--- config.mk ---
export PLATFORM = sky130hd
export DESIGN_NAME = nco_sweep_ctrl
export DESIGN_NICKNAME = d
export VERILOG_FILES = /design/src/rtl/nco_pkg.sv /design/src/rtl/nco_dwell_timer.sv /design/src/rtl/nco_sweep_ctrl.sv
export SDC_FILE = /design/constraint.sdc
export NUM_CORES = 1
export LEC_CHECK = 0
export BUFFER_PORTS_ARGS = -buffer_cell sky130_fd_sc_hd__buf_2
export CAP_MARGIN = 40
export CORE_MARGIN = 10
export CORE_UTILIZATION = 53
export CTS_CLUSTER_DIAMETER = 150
export DETAILED_ROUTE_END_ITERATION = 8
export PLACE_DENSITY_LB_ADDON = 0.3
export REMOVE_ABC_BUFFERS = 1
export SETUP_SLACK_MARGIN = 0.2
export SLEW_MARGIN = 10
export SYNTH_ARGS = -nofsm -noshare
export SYNTH_HDL_FRONTEND = slang
export SYNTH_SLANG_ARGS = --single-unit
--- constraint.sdc ---
create_clock -name clk -period 4.2 [get_ports clk]
set_input_delay 0.21 -clock clk [delete_from_list [all_inputs] [get_ports clk]]
set_output_delay 0.21 -clock clk [all_outputs]
set_load 0.01 [all_outputs]
--- src/rtl/nco_pkg.sv ---
// Shared types and constants for the NCO sweep sequencer: widths, FSM states,
// config register map and the position of the LOOP flag in the NSTEPS word.
package nco_pkg;

  localparam int NCO_FCW_W   = 20;
  localparam int NCO_DWELL_W = 16;
  localparam int NCO_STEPS_W = 8;

  typedef enum logic [1:0] {
    ST_IDLE = 2'd0,
    ST_LOAD = 2'd1,
    ST_RUN  = 2'd2,
    ST_DONE = 2'd3
  } state_t;

  localparam logic [1:0] ADDR_START  = 2'd0;
  localparam logic [1:0] ADDR_STEP   = 2'd1;
  localparam logic [1:0] ADDR_DWELL  = 2'd2;
  localparam logic [1:0] ADDR_NSTEPS = 2'd3;

  // LOOP lives in the MSB of the config data word.
  function automatic int loop_bit_pos(input int fcw_w);
    return fcw_w - 1;
  endfunction

endpackage

--- src/rtl/nco_dwell_timer.sv ---
// Loadable down-counter that stops at zero; zero flags the last cycle of a dwell.
module nco_dwell_timer #(
  parameter int DWELL_W = 16
) (
  input  logic               clk,
  input  logic               rst,
  input  logic               load,
  input  logic [DWELL_W-1:0] value,
  output logic               zero
);

  logic [DWELL_W-1:0] cnt_reg;

  always_ff @(posedge clk or posedge rst) begin
    if (rst) begin
      cnt_reg <= '0;
    end else if (load) begin
      cnt_reg <= value;
    end else if (cnt_reg != '0) begin
      cnt_reg <= cnt_reg - DWELL_W'(1);
    end
  end

  assign zero = (cnt_reg == '0);

endmodule

--- src/rtl/nco_sweep_ctrl.sv ---
// Sweep sequencer for the NCO phase accumulator: steps FCW linearly from a
// programmed start value, holding each word for DWELL+1 cycles.
module nco_sweep_ctrl
  import nco_pkg::*;
#(
  parameter int FCW_W   = NCO_FCW_W,
  parameter int DWELL_W = NCO_DWELL_W,
  parameter int STEPS_W = NCO_STEPS_W
) (
  input  logic               clk,
  input  logic               rst,
  input  logic               cfg_we,
  input  logic [1:0]         cfg_addr,
  input  logic [FCW_W-1:0]   cfg_wdata,
  input  logic               start,
  input  logic               stop,
  output logic               busy,
  output logic               done,
  output logic               En,
  output logic [FCW_W-1:0]   FCW,
  output logic [STEPS_W-1:0] step_idx
);

  localparam int LOOP_POS = loop_bit_pos(FCW_W);

  state_t               state_reg, state_next;
  logic                 en_reg, en_next;
  logic                 busy_reg, busy_next;
  logic                 done_reg, done_next;
  logic [FCW_W-1:0]     fcw_reg, fcw_next;
  logic [STEPS_W-1:0]   idx_reg, idx_next;
  logic                 dwell_load;
  logic                 dwell_zero;

  logic [FCW_W-1:0]     fcw_start_reg;
  logic [FCW_W-1:0]     fcw_step_reg;
  logic [DWELL_W-1:0]   dwell_reg;
  logic [STEPS_W-1:0]   nsteps_reg;
  logic                 loop_reg;

  // Config is frozen while a sweep is in progress so the sequence stays coherent.
  always_ff @(posedge clk or posedge rst) begin
    if (rst) begin
      fcw_start_reg <= '0;
      fcw_step_reg  <= '0;
      dwell_reg     <= '0;
      nsteps_reg    <= '0;
      loop_reg      <= 1'b0;
    end else if (cfg_we && !busy_reg) begin
      case (cfg_addr)
        ADDR_START:  fcw_start_reg <= cfg_wdata;
        ADDR_STEP:   fcw_step_reg  <= cfg_wdata;
        ADDR_DWELL:  dwell_reg     <= cfg_wdata[DWELL_W-1:0];
        ADDR_NSTEPS: begin
          nsteps_reg <= cfg_wdata[STEPS_W-1:0];
          loop_reg   <= cfg_wdata[LOOP_POS];
        end
        default: ;
      endcase
    end
  end

  nco_dwell_timer #(
    .DWELL_W (DWELL_W)
  ) u_dwell (
    .clk   (clk),
    .rst   (rst),
    .load  (dwell_load),
    .value (dwell_reg),
    .zero  (dwell_zero)
  );

  always_ff @(posedge clk or posedge rst) begin
    if (rst) begin
      state_reg <= ST_IDLE;
      en_reg    <= 1'b0;
      busy_reg  <= 1'b0;
      done_reg  <= 1'b0;
      fcw_reg   <= '0;
      idx_reg   <= '0;
    end else begin
      state_reg <= state_next;
      en_reg    <= en_next;
      busy_reg  <= busy_next;
      done_reg  <= done_next;
      fcw_reg   <= fcw_next;
      idx_reg   <= idx_next;
    end
  end

  // Outputs are computed one cycle ahead so busy/done/En/FCW leave the block registered.
  always_comb begin
    state_next = state_reg;
    en_next    = en_reg;
    busy_next  = 1'b0;
    done_next  = 1'b0;
    fcw_next   = fcw_reg;
    idx_next   = idx_reg;
    dwell_load = 1'b0;

    case (state_reg)
      ST_IDLE: begin
        en_next = 1'b0;
        if (start && !stop) begin
          state_next = ST_LOAD;
          busy_next  = 1'b1;
        end
      end

      ST_LOAD: begin
        if (stop) begin
          state_next = ST_IDLE;
          en_next    = 1'b0;
        end else begin
          state_next = ST_RUN;
          busy_next  = 1'b1;
          en_next    = 1'b1;
          fcw_next   = fcw_start_reg;
          idx_next   = '0;
          dwell_load = 1'b1;
        end
      end

      ST_RUN: begin
        if (stop) begin
          state_next = ST_IDLE;
          en_next    = 1'b0;
        end else if (!dwell_zero) begin
          busy_next = 1'b1;
        end else if (idx_reg < nsteps_reg) begin
          busy_next  = 1'b1;
          fcw_next   = fcw_reg + fcw_step_reg;
          idx_next   = idx_reg + STEPS_W'(1);
          dwell_load = 1'b1;
        end else if (loop_reg) begin
          busy_next  = 1'b1;
          fcw_next   = fcw_start_reg;
          idx_next   = '0;
          dwell_load = 1'b1;
        end else begin
          state_next = ST_DONE;
          en_next    = 1'b0;
          done_next  = 1'b1;
        end
      end

      ST_DONE: begin
        state_next = ST_IDLE;
      end

      default: begin
        state_next = ST_IDLE;
        en_next    = 1'b0;
      end
    endcase
  end

  assign busy     = busy_reg;
  assign done     = done_reg;
  assign En       = en_reg;
  assign FCW      = fcw_reg;
  assign step_idx = idx_reg;

endmodule

==> results.json <==
{
  "status": "complete, no violations",
  "stdcell_area_um2": 7080,
  "yosysWarnings": 0,
  "reg2reg_depth": 9,
  "synth_edf_count": 0,
  "slew_violations": 0,
  "worstPathArrival_ns": 3.38,
  "grtUsageTotal_pct": 17.8,
  "power.internal_w": 0.00358,
  "h-tree-depth": 4,
  "layout_commonest_cell": "dfrtp_1",
  "hold_violations": 0,
  "routedWlPerCell_um": 18.2,
  "seqCellArea_um2": 2850,
  "clockBufferDepth": 2,
  "startpoint": "step_idx[5]",
  "place_congestion": 0.891,
  "die_w_um": 126,
  "drt_iter0_markers": 360,
  "diodes": 0,
  "grt_max_degree": 59,
  "fill_cells": 856,
  "crit_type": "reg -> reg",
  "cts_tree": "yes",
  "finClkSkew_ns": 0.00674,
  "clk_latency_ns": 0.42,
  "crit_path_end": "step_idx[5]",
  "setup_viol": 0,
  "totalPowerFinal_w": 0.00571,
  "cp.required_ns": 4.51,
  "maxCapViolCount": 0,
  "syn_area_um2": 6000,
  "overflow": 0,
  "min_period_ns": 3.07,
  "power.switching_w": 0.00212,
  "pin_count": 58,
  "sw_frac_of_total_pct": 37.2,
  "start_kind": "register",
  "post-route-period-util_pct": 73.0,
  "slew_headroom_pct": 49.7,
  "drc": 0,
  "drive_above_1_share_pct": 27.0,
  "num_vias": 4518,
  "vias_per_cell": 5.81,
  "finish.utilization_pct": 64.4,
  "crit_path_max_fanout": 13,
  "powerDensity_nw_per_um2": 807,
  "route.antenna.remaining_nets": 0,
  "synth_ff_type": "dfrtp_1",
  "clkPwrFrac_pct": 24.1,
  "worstHoldPathCells": 2,
  "dieArea_um2": 16000,
  "async_flop_share_pct": 100,
  "place_ws_ns": 1.21,
  "grt_pass1_wl_um": 23200,
  "antenna_found_initial": 0,
  "grt_pass1_vias": 4546,
  "r2r-end": "step_idx[5]",
  "core_um2": 11000,
  "layout_common_cells": "dfrtp_1, mux2_2, buf_2, nand2_1, o21ai_0",
  "die_h_um": 126,
  "clock_sinks": 114,
  "rrSetupSlack_ns": 1.13,
  "synth_cells": 561,
  "nets": 689,
  "vdd_drop_max_mv": 0.382,
  "r2r_start": "step_idx[5]",
  "path_clk_slew_ns": 0.05,
  "multi_input_area_um2": 3040,
  "synth_area_per_cell_um2": 10.7,
  "cts_buffers": 17,
  "dpl.hpwl_um": 9840,
  "synth.distinct_cells": 58,
  "fmax_mhz": 326,
  "numPortBuffers": 57,
  "pwr-share-comb_pct": 42.1,
  "ys_ff_latch": 114,
  "power_frac_seq_pct": 33.8,
  "placed_cell_area_um2": 6500,
  "area_growth_syn_to_layout_pct": 17.9,
  "root_buffer": "clkbuf_16",
  "hp-class": "in -> reg",
  "drt-total-wl_um": 14100,
  "tightest_slew_ns": 0.755,
  "rsz0062_at_grt": "false",
  "worst_slack_ns": 1.13,
  "setup_tns_ns": 0,
  "p_leak_nw": 3.23,
  "worst_setup_path_end_kind": "register",
  "rows": 38,
  "start_util_pct": 54.6,
  "yosysSeqAreaShare_pct": 47.5,
  "firstDrtPassIters": 6
}
[cell usage after synthesis, types with 3 or more instances]
cell type | n | area share (%)
a211oi_1 | 5 | 0.63
a21o_1 | 8 | 1.0
a21oi_1 | 31 | 2.6
a31oi_1 | 8 | 0.83
and2_1 | 4 | 0.42
clkbuf_1 | 13 | 0.81
dfrtp_1 | 114 | 48
ha_1 | 34 | 7.1
inv_1 | 20 | 1.3
mux2_2 | 64 | 12
mux2i_1 | 3 | 0.50
nand2_1 | 56 | 3.5
nand2b_1 | 4 | 0.42
nand3_1 | 13 | 1.1
nor2_1 | 34 | 2.1
nor2b_1 | 6 | 0.63
nor3_1 | 6 | 0.50
nor4_1 | 3 | 0.31
o211ai_1 | 6 | 0.75
o21a_1 | 5 | 0.63
o21ai_0 | 43 | 3.6
o21ai_1 | 5 | 0.42
o21ai_2 | 4 | 0.58
xnor2_1 | 19 | 2.8
xor2_1 | 11 | 1.6
[layer usage]
metal	track usage, %	vias to the layer above	routed length (µm)
met4	7.23	0	270
met3	4.54	23	691
met2	28.9	126	6740
met1	22.2	2240	6430
li1	-	2129	-
met5	0	-	0
[worst min path at each step]
| stage | start | to | slack (ns) |
|---|---|---|---|
| after global routing | cfg_wdata[17] | fcw_start_reg[17] | 0.04 |
| final | cfg_wdata[17] | fcw_start_reg[17] | 0.04 |
| after detailed placement | rst | dwell_reg[10] | 0.21 |
| after CTS | cfg_wdata[17] | fcw_start_reg[17] | 0.04 |
| after floorplan | cfg_wdata[1] | fcw_step_reg[1] | 0.33 |
| after global placement | cfg_wdata[18] | fcw_step_reg[18] | 0.46 |
[logic make-up (layout without fill, tap and decap cells)]
family	count (synthesis)	after routing	synth area share (%)
multiplexers	68	68	12.7
flip-flops	114	114	47.5
XOR/XNOR	30	30	4.38
AND/OR/NAND/NOR	144	144	11.7
AO/OA/AOI/OAI	132	132	13.6
buffers and inverters	38	115	2.69
adder cells (fa/ha/maj)	35	35	7.42
[per-stage QoR]
step | std cells | hold slack (ns)
5_1_grt | 778 | 0.0388
3_5_place_dp | 747 | 0.209
2_1_floorplan | 543 | 0.327
6_report | 778 | 0.0434
3_3_place_gp | 745 | 0.457
4_1_cts | 778 | 0.0351
[power groups by stage]
| stage | combinational, W | sequential (W) | clock [W] |
|---|---|---|---|
| after global routing | 0.00268 | 0.00199 | 0.00145 |
| after CTS | 0.00241 | 0.00193 | 0.00139 |
| after detailed placement | 0.00238 | 0.00193 | 0 |
| after floorplan | 0.00179 | 0.00188 | 0 |
| final | 0.00240 | 0.00193 | 0.00138 |
| after global placement | 0.00230 | 0.00191 | 0 |
[timing repair]
| item | CTS | global route |
|---|---|---|
| hold endpoints to repair | 23 | 0 |
| setup buffers | 0 | 0 |
| resized for setup | 0 | 0 |
| hold buffers | 1 | 0 |
[worst max-delay path: stages (launching register included)]
cell      delay (ns)
dfrtp_1         0.43
ha_1            0.33
and3_1          0.19
a211oi_1        0.25
o21ai_0         0.12
a31oi_1         0.35
or3_1           0.26
a32o_2          0.43
nand2_2         0.22
o41ai_2         0.36
[area by class of cell]
cell class / instances / share of cell area [%]
clock buffers: 25 / 6.86
inverters: 20 / 1.10
flip-flops and latches: 114 / 40.3
repair buffers: 65 / 5.25
multi-input cells: 409 / 42.9
well taps: 140 / 2.48
clock inverters: 5 / 1.10
Note: power is estimated with default switching activity, not from simulation.
